## src/rtl/fpga_input_debounce.sv

```systemverilog
// Input conditioning for the board wrappers. Raw buttons and switches pass through a
// synchronizer and a tick-sampled debouncer, which produces clean levels and one-cycle edge pulses.
module fpga_input_debounce #(
  parameter int NBTN           = 4,
  parameter int NSW            = 16,
  parameter int SYNC_STAGES    = 2,
  parameter int TICK_DIV       = 100000,
  parameter int STABLE_SAMPLES = 8
) (
  input  logic            CLK_100MHZ,
  input  logic            RST,
  input  logic [NBTN-1:0] BTN_IN,
  input  logic [NSW-1:0]  SW_IN,
  output logic [NBTN-1:0] btn_level,
  output logic [NBTN-1:0] btn_press,
  output logic [NBTN-1:0] btn_release,
  output logic [NSW-1:0]  sw_level,
  output logic [NSW-1:0]  sw_change,
  output logic            tick
);

  localparam int N     = NBTN + NSW;
  localparam int DIV_W = (TICK_DIV > 1) ? $clog2(TICK_DIV) : 1;
  localparam int CNT_W = $clog2(STABLE_SAMPLES + 1);

  localparam logic [DIV_W-1:0] DIV_LAST = DIV_W'(TICK_DIV - 1);
  localparam logic [CNT_W-1:0] CNT_LAST = CNT_W'(STABLE_SAMPLES - 1);

  // Buttons occupy the low bits and switches the high bits of every per-input vector.
  logic [SYNC_STAGES-1:0][N-1:0] sync_ff;
  logic [N-1:0]                  sync_q;

  logic [DIV_W-1:0] div_cnt;

  logic [N-1:0][CNT_W-1:0] cnt, cnt_d;
  logic [N-1:0]            level, level_d;
  logic [N-1:0]            accept, accept_d;

  // NOTE: synchronizer flops are reset too, so no stale pre-reset sample can count toward qualification.
  always_ff @(posedge CLK_100MHZ or posedge RST) begin
    if (RST) begin
      sync_ff <= '0;
    end else begin
      sync_ff <= {sync_ff[SYNC_STAGES-2:0], {SW_IN, BTN_IN}};
    end
  end

  assign sync_q = sync_ff[SYNC_STAGES-1];

  always_ff @(posedge CLK_100MHZ or posedge RST) begin
    if (RST) begin
      div_cnt <= '0;
      tick    <= 1'b0;
    end else begin
      tick    <= (div_cnt == DIV_LAST);
      div_cnt <= (div_cnt == DIV_LAST) ? '0 : div_cnt + 1'b1;
    end
  end

  // NOTE: every signal gets a default before the loop, so a bit with no tick holds and no latch is inferred.
  always_comb begin
    cnt_d    = cnt;
    level_d  = level;
    accept_d = '0;
    if (tick) begin
      for (int i = 0; i < N; i++) begin
        if (sync_q[i] == level[i]) begin
          cnt_d[i] = '0;
        end else if (cnt[i] == CNT_LAST) begin
          level_d[i]  = sync_q[i];
          cnt_d[i]    = '0;
          accept_d[i] = 1'b1;
        end else begin
          cnt_d[i] = cnt[i] + 1'b1;
        end
      end
    end
  end

  always_ff @(posedge CLK_100MHZ or posedge RST) begin
    if (RST) begin
      cnt    <= '0;
      level  <= '0;
      accept <= '0;
    end else begin
      cnt    <= cnt_d;
      level  <= level_d;
      accept <= accept_d;
    end
  end

  // The accept strobe and the level are both registers, so the direction decode stays glitch-free.
  assign btn_level   = level[NBTN-1:0];
  assign btn_press   = accept[NBTN-1:0] & level[NBTN-1:0];
  assign btn_release = accept[NBTN-1:0] & ~level[NBTN-1:0];
  assign sw_level    = level[N-1:NBTN];
  assign sw_change   = accept[N-1:NBTN];

endmodule

```

## config.mk

```make
export PLATFORM = sky130hd
export DESIGN_NAME = fpga_input_debounce
export DESIGN_NICKNAME = d
export VERILOG_FILES = /design/src/rtl/fpga_input_debounce.sv
export SDC_FILE = /design/constraint.sdc
export NUM_CORES = 1
export LEC_CHECK = 0
export CORE_MARGIN = 5
export CORE_UTILIZATION = 36
export DETAILED_ROUTE_END_ITERATION = 12
export GPL_TIMING_DRIVEN = 1
export PLACE_DENSITY = 0.62
export RECOVER_POWER = 100
export SLEW_MARGIN = 5
export SYNTH_ARGS = -nofsm -noshare
export SYNTH_HDL_FRONTEND = slang
export SYNTH_SLANG_ARGS = --single-unit
```

## constraint.sdc

```tcl
create_clock -name CLK_100MHZ -period 7.6 [get_ports CLK_100MHZ]
set_clock_uncertainty 0.15 [all_clocks]
set_input_delay 1.9 -clock CLK_100MHZ [delete_from_list [all_inputs] [get_ports CLK_100MHZ]]
set_output_delay 1.9 -clock CLK_100MHZ [all_outputs]
set_load 0.03 [all_outputs]
```

---- Word level (Yosys, flattened, before mapping) ----
Index checks and enable logic that the tools add are counted.
storage, ports and cells
  register bits ........................... 178
  bits of input ports ..................... 22
  output and inout bits ................... 45
  logic and storage cells ................. 232
operators by class
  add/subtract/negate cells ............... 21
  equality and inequality tests ........... 41
  muxes and demuxes ....................... 82
  bitwise operators ....................... 23
  reduce and logical (&&, ||, !) cells .... 20
operators with widths
  cell                                                 count
  two-way mux 4 bit                                    40
  adder 4 x 1 -> 4 bit, second input constant          20
  equality test 4 x 3 -> 1 bit, second input constant  20
  AND reduction 3 bit                                  20
  two-way mux 1 bit                                    40
  equality test 1 bit                                  20
  two-way mux 20 bit                                   1
  NOT 1 bit                                            20
  adder 17 x 1 -> 17 bit, second input constant        1
  equality test 17 bit, second input constant          1
  two-way mux 17 bit                                   1
  bitwise AND 4 bit                                    2
  NOT 4 bit                                            1

---- Logic depth before layout (Yosys ltp) ----
  depth in word-level cells ............... 4
  gate-level depth with buffers ........... 7
  gate-level depth less buffers ........... 5

---- Least setup slack after synthesis ----
OpenSTA, ideal clock, no wires.
  path kind ............................... register -> output
  start ................................... register level[0]
  end ..................................... output btn_release[0]
  arrival ................................. 0.998 ns
  data required time ...................... 5.550 ns
  slack ................................... 4.552 ns
  stages on the path, launching flop included .. 2
  path buffers ............................ 0
  cell sequence ........................... dfrtp_1 -> nor2b_1
between the ends
  word-level cells in the longest chain between the ends .. 2
ends and longest elaborated chain
  what                    RTL line  RTL
  start, declared         36        logic [N-1:0] level, level_d;
  start signal, assigned  87        level <= level_d;
  NOT 4 bit               95        assign btn_release = accept[NBTN-1:0] & ~level[NBTN-1:0];
  bitwise AND 4 bit       95
  end, declared           16        output logic [NBTN-1:0] btn_release,
No other way between the ends.

---- Final worst setup path ----
  start ................................... register tick
  end ..................................... output tick
RTL lines
  what                    RTL line  RTL
  start, declared         19        output logic tick
  start signal, assigned  55        tick <= (div_cnt == DIV_LAST);
No word-level cell between the ends.

==> metrics.md <==
| Metric | Value |
|---|---|
| Combinational share of power | `roughly 2.0%` |
| CTS Buffer Depth | `2` |
| First-pass GRT wire length | `22300 um` |
| Fin crit share | `66.0%` |
| Primary FF master, synth | `dfrtp_1` |
| Num rows | `53` |
| Hold Buf Count CTS | `0` |
| Crit-path leading delay family | `flip-flops` |
| Top-count cell post-synth | `dfrtp_1` |
| Slowest cell on the critical path | `dfrtp_1` |
| DIE HEIGHT | `156 um` |
| WP data required | `roughly 5.6 ns` |
| H-tree depth | `4` |
| Final-report hold violation count | `0` |
| Synth cell types | `35` |
| Final core utilization | `43.2%` |
| Crit path arrival time | `2.97 ns` |
| Max Slew Vio Count | `223` |
| # port buffers | `66` |
| Mapped cell area | `0.00763 mm2` |
| Synth Area in Compound Gates | `~7.6%` |
| Grt ovf | `0` |
| Synth Area in XOR/XNOR | `3.90%` |
| Vias in the first global route | `4851` |
| Synth Register Bits | `178` |
| Min Hold Slack | `between 0.15 and 0.2 ns` |
| Max VDD drop | `0.148 mV` |
| Most instantiated cells after synthesis | `dfrtp_1 (178), nand2_1 (83), o21ai_0 (55)` |
| Pleak | `about 4.2 nW` |
| Switching pwr | `0.000408 W` |
| Layout net count | `~800` |
| ANT cells | `0` |
| Seq/Total Area, Yosys | `approximately three fifths` |
| Tightest Pin Transition | `2.54 ns` |
| TritonCTS buffer count | `17` |
| Die area | `0.0242 mm2` |
| PwrDens | `215 mW/mm2` |
| Post-CTS Resized | `0` |
| CTS tree | `yes` |
| Final GP Congestion | `0.741` |
| Area Growth Syn to Fin | `18.6%` |
| Max-slew headroom | `-69.2%` |
| Simple-Gate Fraction of Synth Area | `16.7%` |
| Post-Syn Instances | `684` |
| Wire per inst | `12.0 um` |
| Crit path launch type | `flop` |
| Sw frac | `a little over a fifth` |
| Synth area leader | `dfrtp_1` |
| Worst Setup Path Type | `reg2out` |
| Initial Util | `36.4%` |
| Post-synth EDFFs | `0` |
| Post-synthesis mux area share | `5.80%` |
| CP Buf/Inv Count | `1` |
| Met3 wire len | `417 um` |
| Layout cells sized above 1 | `approximately 6.8%` |
| Clock root buffer | `clkbuf_16` |
| HPWL after DPL | `8080 um` |
| Cell Chain, Critical Path | `dlygate4sd3_1` |
| Top Metal Used | `met4` |
| Largest family of logic cells by synthesized area | `simple AND/OR/NAND/NOR gates` |
| CTS sink count | `between 150 and 200` |
| M1 WL | `6060 um` |
| Adder-Cell Fraction of Synth Area | `roughly 3.4%` |
| Avg Synthesized Cell Area | `around 11 um2` |
| Total of max-cap violations | `4` |
| Status | `complete, but fails checks` |
| Drt pass-1 iters | `4` |
| Io pins | `67` |
| Asr flop ratio synth | `100%` |
| Internal power | `0.00154 W` |
| Min-delay worst type | `reg2reg` |
| Final Setup Violations | `0` |
| Antenna Nets Post-Route | `0` |
| Fmax | `199 MHz` |
| Crit Path Max Fanout | `64` |
| Ys Warns | `0` |
| RSZ-0062 raised after global routing | `false` |
| Setup crit end kind | `output pin` |
| Area contributors post-synth | `dfrtp_1 (58%), nand2_1 (4.1%), o21ai_0 (3.6%)` |
| Clk Latency, worst-skew pair | `roughly 0.42 ns` |
| Failing checks | `capacitance limit, slew limit` |
| Largest stage delay, worst path | `roughly 1.6 ns` |
| Horiz. Die Dim | `156 um` |
| Area of the core | `~0.021 mm2` |
| Vias | `4829` |
| CTS clk-pin slew, worst paths | `0.06 ns` |
| DR WL met2 | `5720 um` |
| Number of remaining DRC errors | `0` |
| Drt via density | `4.70` |
| Clk pwr share | `about half` |
| Final TNS setup | `0 ns` |
| Final WL | `12300 um` |
| Synth top area share | `between 50% and 60%` |
| Drt first-iter violations | `138` |
| Initial antenna violation count | `0` |
| Seq pwr share | `between 40% and 50%` |
| Post-Syn Nets | `727` |
| Overall global routing resource usage | `11.0%` |
| Postcts setup bufs | `0` |
| Tmin final | `5.02 ns` |
| Largest net degree at the start of global routing | `94` |
## power by group through the flow
| stage | registers, W | logic (W) | clock network, W |
|---|---|---|---|
| 2_1_floorplan | 0.000980 | 0.0000237 | 0 |
| 3_3_place_gp | 0.000981 | 0.0000446 | 0 |
| 3_5_place_dp | 0.000981 | 0.0000442 | 0 |
| 4_1_cts | 0.000963 | 0.0000444 | 0.000979 |
| 5_1_grt | 0.000963 | 0.0000464 | 0.00102 |
| 6_report | 0.000963 | 0.0000391 | 0.000943 |
## logic make-up after synthesis
group | count (synthesis)
xor gates and xnor gates | 34
and+or+nand+nor | 254
adders and majority gates | 21
buffers and inverters | 60
AOI/OAI and AO/OA | 97
DFF | 178
muxes | 40
## stage by stage
stage	cell area, um2	setup WS [ns]	instances	power (W)
4_1_cts	9100	3.43	1028	0.00199
5_1_grt	9060	1.78	1028	0.00203
2_1_floorplan	7630	0.720	684	0.00100
3_3_place_gp	8460	3.75	996	0.00103
3_5_place_dp	8460	3.77	996	0.00103
6_report	9060	2.58	1028	0.00195
## area by class of cell
type	instances	area, um2
fill	2016	11900
tap	275	344
inverter	28	110
timing repair buffer	69	672
clock inverter	13	198
clock buffer	19	443
sequential	178	4450
multi-input combinational	446	2840
## cell usage in the layout (no fill, tap or decap), drive strengths merged, types with 14 or more instances in the layout
cell type / instances
xor2: 14
nand3: 21
nor2b: 21
ha: 21
and2: 15
dlygate4sd3: 66
mux2: 34
nor2: 48
o21ai: 65
o22ai: 16
nor3: 18
dfrtp: 178
xnor2: 20
clkbuf: 22
and3: 16
nand2: 83
inv: 33
## final timing paths
kind,endpoint,from,cells after the start,slack (ns)
worst min register to register,sync_q[12],sync_ff[12],0,0.20
worst max-delay path,tick,tick,1,2.58
worst min-delay path,sync_q[12],sync_ff[12],0,0.20
worst max register to register,level[19],tick,4,2.66
max in group asynchronous,sync_ff[14],RST,3,2.63
min in group asynchronous,sync_q[4],RST,2,1.97
## registers in the layout, summed over array words and instances, names as in the netlist
signal / flops
tick: 1
div_cnt: 17
sync_q: 20
sync_ff: 20
cnt: 80
accept: 20
level: 20
## routing by layer
layer / vias up / GRT usage (%)
li1: 2449 / -
met1: 2320 / 14.8
met2: 48 / 17.7
met3: 12 / 2.75
met4: 0 / 3.79
met5: - / 0
Power figures use the tool's default switching activity.
==> variant 1, RTL diff (same flow settings) <==
Change the parameter `NSW` from 16 to 15.
--- a/src/rtl/fpga_input_debounce.sv
+++ b/src/rtl/fpga_input_debounce.sv
@@ -2,7 +2,7 @@
 // synchronizer and a tick-sampled debouncer, which produces clean levels and one-cycle edge pulses.
 module fpga_input_debounce #(
   parameter int NBTN           = 4,
-  parameter int NSW            = 16,
+  parameter int NSW            = 15,
   parameter int SYNC_STAGES    = 2,
   parameter int TICK_DIV       = 100000,
   parameter int STABLE_SAMPLES = 8
Interface: changed (resized SW_IN, sw_change and sw_level); port bits go from 67 to 64. The function was not compared with the original's and may differ.
==> variant 1 against the original RTL <==
- critical endpoint is now cnt[46]$_DFFE_PP0P_
- sequential power down 4.5%
- hold slack worse by 0.0014 ns
- count of clock-buffer cells in the layout up 2
- the run still ends with max-capacitance violations, max-slew violations left
- routed wire length down 3.2%
- total power down 5.4%
- design area down 4.4%
- synthesized area down 4.4%
- largest cell class unchanged
- sequential cell count down 8
- setup slack better by 0.095 ns
==> variant 1: results (changes against the original RTL) <==
Synth cell count leaders -> dfrtp_1 (170), nand2_1 (78), o21ai_0 (55)
Syn-to-layout area delta -> 18.7% (about the same)
Vias in the first global route -> 4621 (-4.7%)
Vias -> 4717 (-2.3%)
Status -> finished with violations
Max-capacitance violation count -> 2 (-2)
Via/cell ratio -> 4.76 (+1.4%)
Placed inst area -> 0.00810 mm^2 (-4.2%)
GPL Wtd Cong -> 0.711 (-4.0%)
Distinct cells, synth -> 32 (-8.6%)
VDD IR-drop max -> 0.152 mV (+3.1%)
Min Hold Slack -> 0.197 ns (-0.00137 ns)
Failing checks -> max-capacitance violations, max-slew violations
Initial DRC Count -> 235 (+70%)
Final Slew Violations -> 160 (-28%)
First-pass GRT wire length -> 21100 um (-5.7%)
Worst r2r dst -> level[5]$_DFFE_PP0P_
Slowest Stage Delay on Critical Path -> 2.02 ns (+0.38 ns)
Placed cells -> 961 (-3.5%)
Mapped Avg Cell Area -> 11.1 um^2 (-0.18%)
Synth Area in Compound Gates -> 7.58% (-0.010 points)
Leak -> 0.00397 uW (-4.6%)
DRT Wirelength -> 12000 um (-3.2%)
Synth area leaders -> dfrtp_1 (58%), nand2_1 (4.0%), o21ai_0 (3.8%)
Net Sw Frac -> 19.6% (-1.4 points)
Fill cells -> 1878 (-6.8%)
Largest net degree at the start of global routing -> 83 (-12%)
Reg power frac -> 50.0% (+0.5 points)
-- variant 1: changes by cell type after synthesis, sizes merged, moves of 2 or more --
cell | before | now
inv | 28 | 26
nand2b | 9 | 7
dfrtp | 178 | 170
nand2 | 83 | 78
mux2 | 34 | 32
buf | 31 | 29
nand4 | 3 | 7
o21ai | 65 | 61
-- variant 1: cell families (layout without fill, tap and decap cells) --
family / after synthesis / count (layout)
AO/OA/AOI/OAI: 92 / 92
XOR/XNOR: 33 / 33
adder cells (fa/ha/maj): 20 / 20
buffers and inverters: 56 / 121
flip-flops: 170 / 170
multiplexers: 38 / 38
AND/OR/NAND/NOR: 246 / 246
-- variant 1: area by class of cell --
cell class / count / share of cell area (%)
Tap cell: 270 / 3.90
Clock inverter: 8 / 1.69
Timing Repair Buffer: 66 / 7.49
Sequential cell: 170 / 49.1
Multi-Input combinational cell: 429 / 31.5
Inverter: 26 / 1.14
Clock buffer: 21 / 5.20
-- variant 1: worst max-delay path by stage --
stage	startpoint	end	slack [ns]	depth (start not counted)
after global placement	RST	sync_ff[7]$_DFF_PP0_	3.84	3
after CTS	tick$_DFF_PP0_	tick	3.58	1
after floorplan	RST	accept[0]$_DFF_PP0_	0.95	1
final	RST	cnt[46]$_DFFE_PP0P_	2.68	3
after global routing	RST	cnt[46]$_DFFE_PP0P_	1.88	3
after detailed placement	RST	sync_ff[7]$_DFF_PP0_	3.83	3
-- variant 1: per-layer routing --
metal | share of wire, % | track usage, %
met3 | 3.6 | 3.21
met2 | 47 | 17.6
met1 | 48 | 13.5
met4 | 1.4 | 3.98
met5 | 0.059 | 0
-- variant 1: worst max-delay path, delay by kind of cell --
kind,cells,cell delay (ns)
buffers and inverters,3,3.31
==> variant 2, RTL diff (same flow settings) <==
Made on the original files. Register the input `SW_IN` before use, cleared by the reset. The logic sees it one clock later. The other inputs are not delayed to match.
--- a/src/rtl/fpga_input_debounce.sv
+++ b/src/rtl/fpga_input_debounce.sv
@@ -26,6 +26,16 @@
   localparam logic [DIV_W-1:0] DIV_LAST = DIV_W'(TICK_DIV - 1);
   localparam logic [CNT_W-1:0] CNT_LAST = CNT_W'(STABLE_SAMPLES - 1);
 
+  logic [NSW-1:0] SW_IN_q;
+
+  always_ff @(posedge CLK_100MHZ or posedge RST) begin
+    if (RST) begin
+      SW_IN_q <= '0;
+    end else begin
+      SW_IN_q <= SW_IN;
+    end
+  end
+
   // Buttons occupy the low bits and switches the high bits of every per-input vector.
   logic [SYNC_STAGES-1:0][N-1:0] sync_ff;
   logic [N-1:0]                  sync_q;
@@ -41,7 +51,7 @@
     if (RST) begin
       sync_ff <= '0;
     end else begin
-      sync_ff <= {sync_ff[SYNC_STAGES-2:0], {SW_IN, BTN_IN}};
+      sync_ff <= {sync_ff[SYNC_STAGES-2:0], {SW_IN_q, BTN_IN}};
     end
   end
 
Function: same outputs for any inputs over 10 cycles, from zero or initial values and one cycle with RST high; that may be too few to reach the edited logic, so the function may still have changed.
==> variant 2 against the original RTL <==
- the run still ends with max-capacitance violations, max-slew violations left
- register-to-register slack got worse by 0.11 ns
- die area is 5.1% higher
- design area increased by 4.1%
- setup slack worse by 0.091 ns
- non-clock buffer count fell by 1
- routed wire length is 3.0% higher
- sequential power grew 9%
- sequential cell count grew 16
- synthesized cell count is 1.9% higher
- largest cell class unchanged
- synthesized area up 5.5%
- hold slack got worse by 0.0016 ns
- total power increased by 2.6%
==> variant 2: results (changes against the original RTL) <==
Vias in the first global route -> 5073 (+4.6%)
Share of layout cells above drive strength 1 -> 4.32% (-2.5 points)
Detailed Place HPWL -> 8120 um (+0.51%)
Total GRT Usage -> 10.8% (-0.26 points)
Post-synthesis sequential area ratio -> 60.3% (+1.9 points)
Total number of yosys warnings -> 0 (unchanged)
Failing checks -> max-capacitance violations, max-slew violations
Drt pass-1 iters -> 4 (unchanged)
Initial antenna violation count -> 1 (+1)
CP Max Fanout -> 69 (+7.8%)
First-pass GRT wire length -> 23300 um (+4.2%)
Status -> finished with violations
Largest net degree at the start of global routing -> 144 (+53%)
Synth area leaders -> dfrtp_1 (60%), mux2_1 (4.5%), nand2_1 (3.5%)
Worst path arrival time -> 3.06 ns (+0.09 ns)
Max-capacitance violation count -> 3 (-1)
Final Slew Violations -> 284 (+27%)
Slowest Stage Delay on Critical Path -> 1.72 ns (+0.08 ns)
Placed inst area -> 0.00886 mm^2 (+4.8%)
Slew @ Worst Pin -> 2.92 ns (+0.385 ns)
GPL Wtd Cong -> 0.712 (-3.9%)
Nets -> 794 (+1.4%)
Synth cell count leaders -> dfrtp_1 (194), nand2_1 (75), o21ai_0 (51)
VDD IR-drop max -> 0.118 mV (-20%)
Synthesized Nets -> 740 (+1.8%)
Via/cell ratio -> 4.75 (+1.2%)
Leak -> 0.00432 uW (+3.8%)
WL/cell -> 12.2 um (+1.4%)
[variant 2: cell types whose count changed in the layout (fill, tap and decap cells not counted), sizes merged, moves of 4 or more]
cell	delta
clkinvlp	+6
mux2i	+6
dfrtp	+16
nand2	-8
o21ai	-9
nand2b	-4
o22ai	-4
nand3	+12
nor3	-4
[variant 2: path summary, 6_finish.rpt]
path | startpoint | endpoint | slack [ns]
max | tick$_DFF_PP0_ | tick | 2.49
min | SW_IN_q[15]$_DFF_PP0_ | sync_ff[19]$_DFF_PP0_ | 0.20
max reg2reg | tick$_DFF_PP0_ | level[13]$_DFFE_PP0P_ | 2.55
min reg2reg | SW_IN_q[15]$_DFF_PP0_ | sync_ff[19]$_DFF_PP0_ | 0.20
max in group asynchronous | RST | sync_q[14]$_DFF_PP0_ | 2.77
min in group asynchronous | RST | SW_IN_q[3]$_DFF_PP0_ | 2.75
[variant 2: kinds of logic after synthesis]
family          share of synthesized area, %
buf+inv                                 4.24
flops                                   60.3
mux                                     5.97
xor+xnor                                3.70
simple gates                            15.7
compound gates                          6.81
fa+ha+maj                               3.26
[variant 2: power breakdown]
group	switching, uW	internal [uW]
sequential	5.99	1050
combinational	27.7	12.0
clock	386	518
total	419	1580
[variant 2: routing by layer]
layer	share of wire [%]	vias up	global-route usage (%)
li1	-	2464	-
met1	48	2428	13.8
met2	47	55	17.5
met3	3.4	14	3.16
met4	1.5	2	3.79
met5	0.10	-	0
[variant 2: metrics by stage]
| stage | utilization [%] | worst slack (ns) | instances | total power (uW) | hold slack [ns] |
|---|---|---|---|---|---|
| floorplan | - | 0.266 | 697 | 1100 | 0.181 |
| global route | 42.9 | 1.93 | 1044 | 2080 | 0.203 |
| detailed placement | 40.4 | 3.45 | 1012 | 1120 | 0.185 |
| global placement | 40.4 | 3.48 | 1012 | 1120 | 0.182 |
| CTS | 43.1 | 3.40 | 1044 | 2040 | 0.200 |
| finish | 42.9 | 2.49 | 1044 | 2000 | 0.197 |
[variant 2: final cells by class]
type / count / area [um^2] / share of cell area (%)
Sequential cell: 194 / 4850 / 51.5
Inverter: 30 / 116 / 1.23
Timing Repair Buffer: 68 / 672 / 7.13
Clock inverter: 13 / 160 / 1.70
Tap cell: 280 / 350 / 3.72
Multi-Input combinational cell: 440 / 2840 / 30.1
Clock buffer: 19 / 433 / 4.59
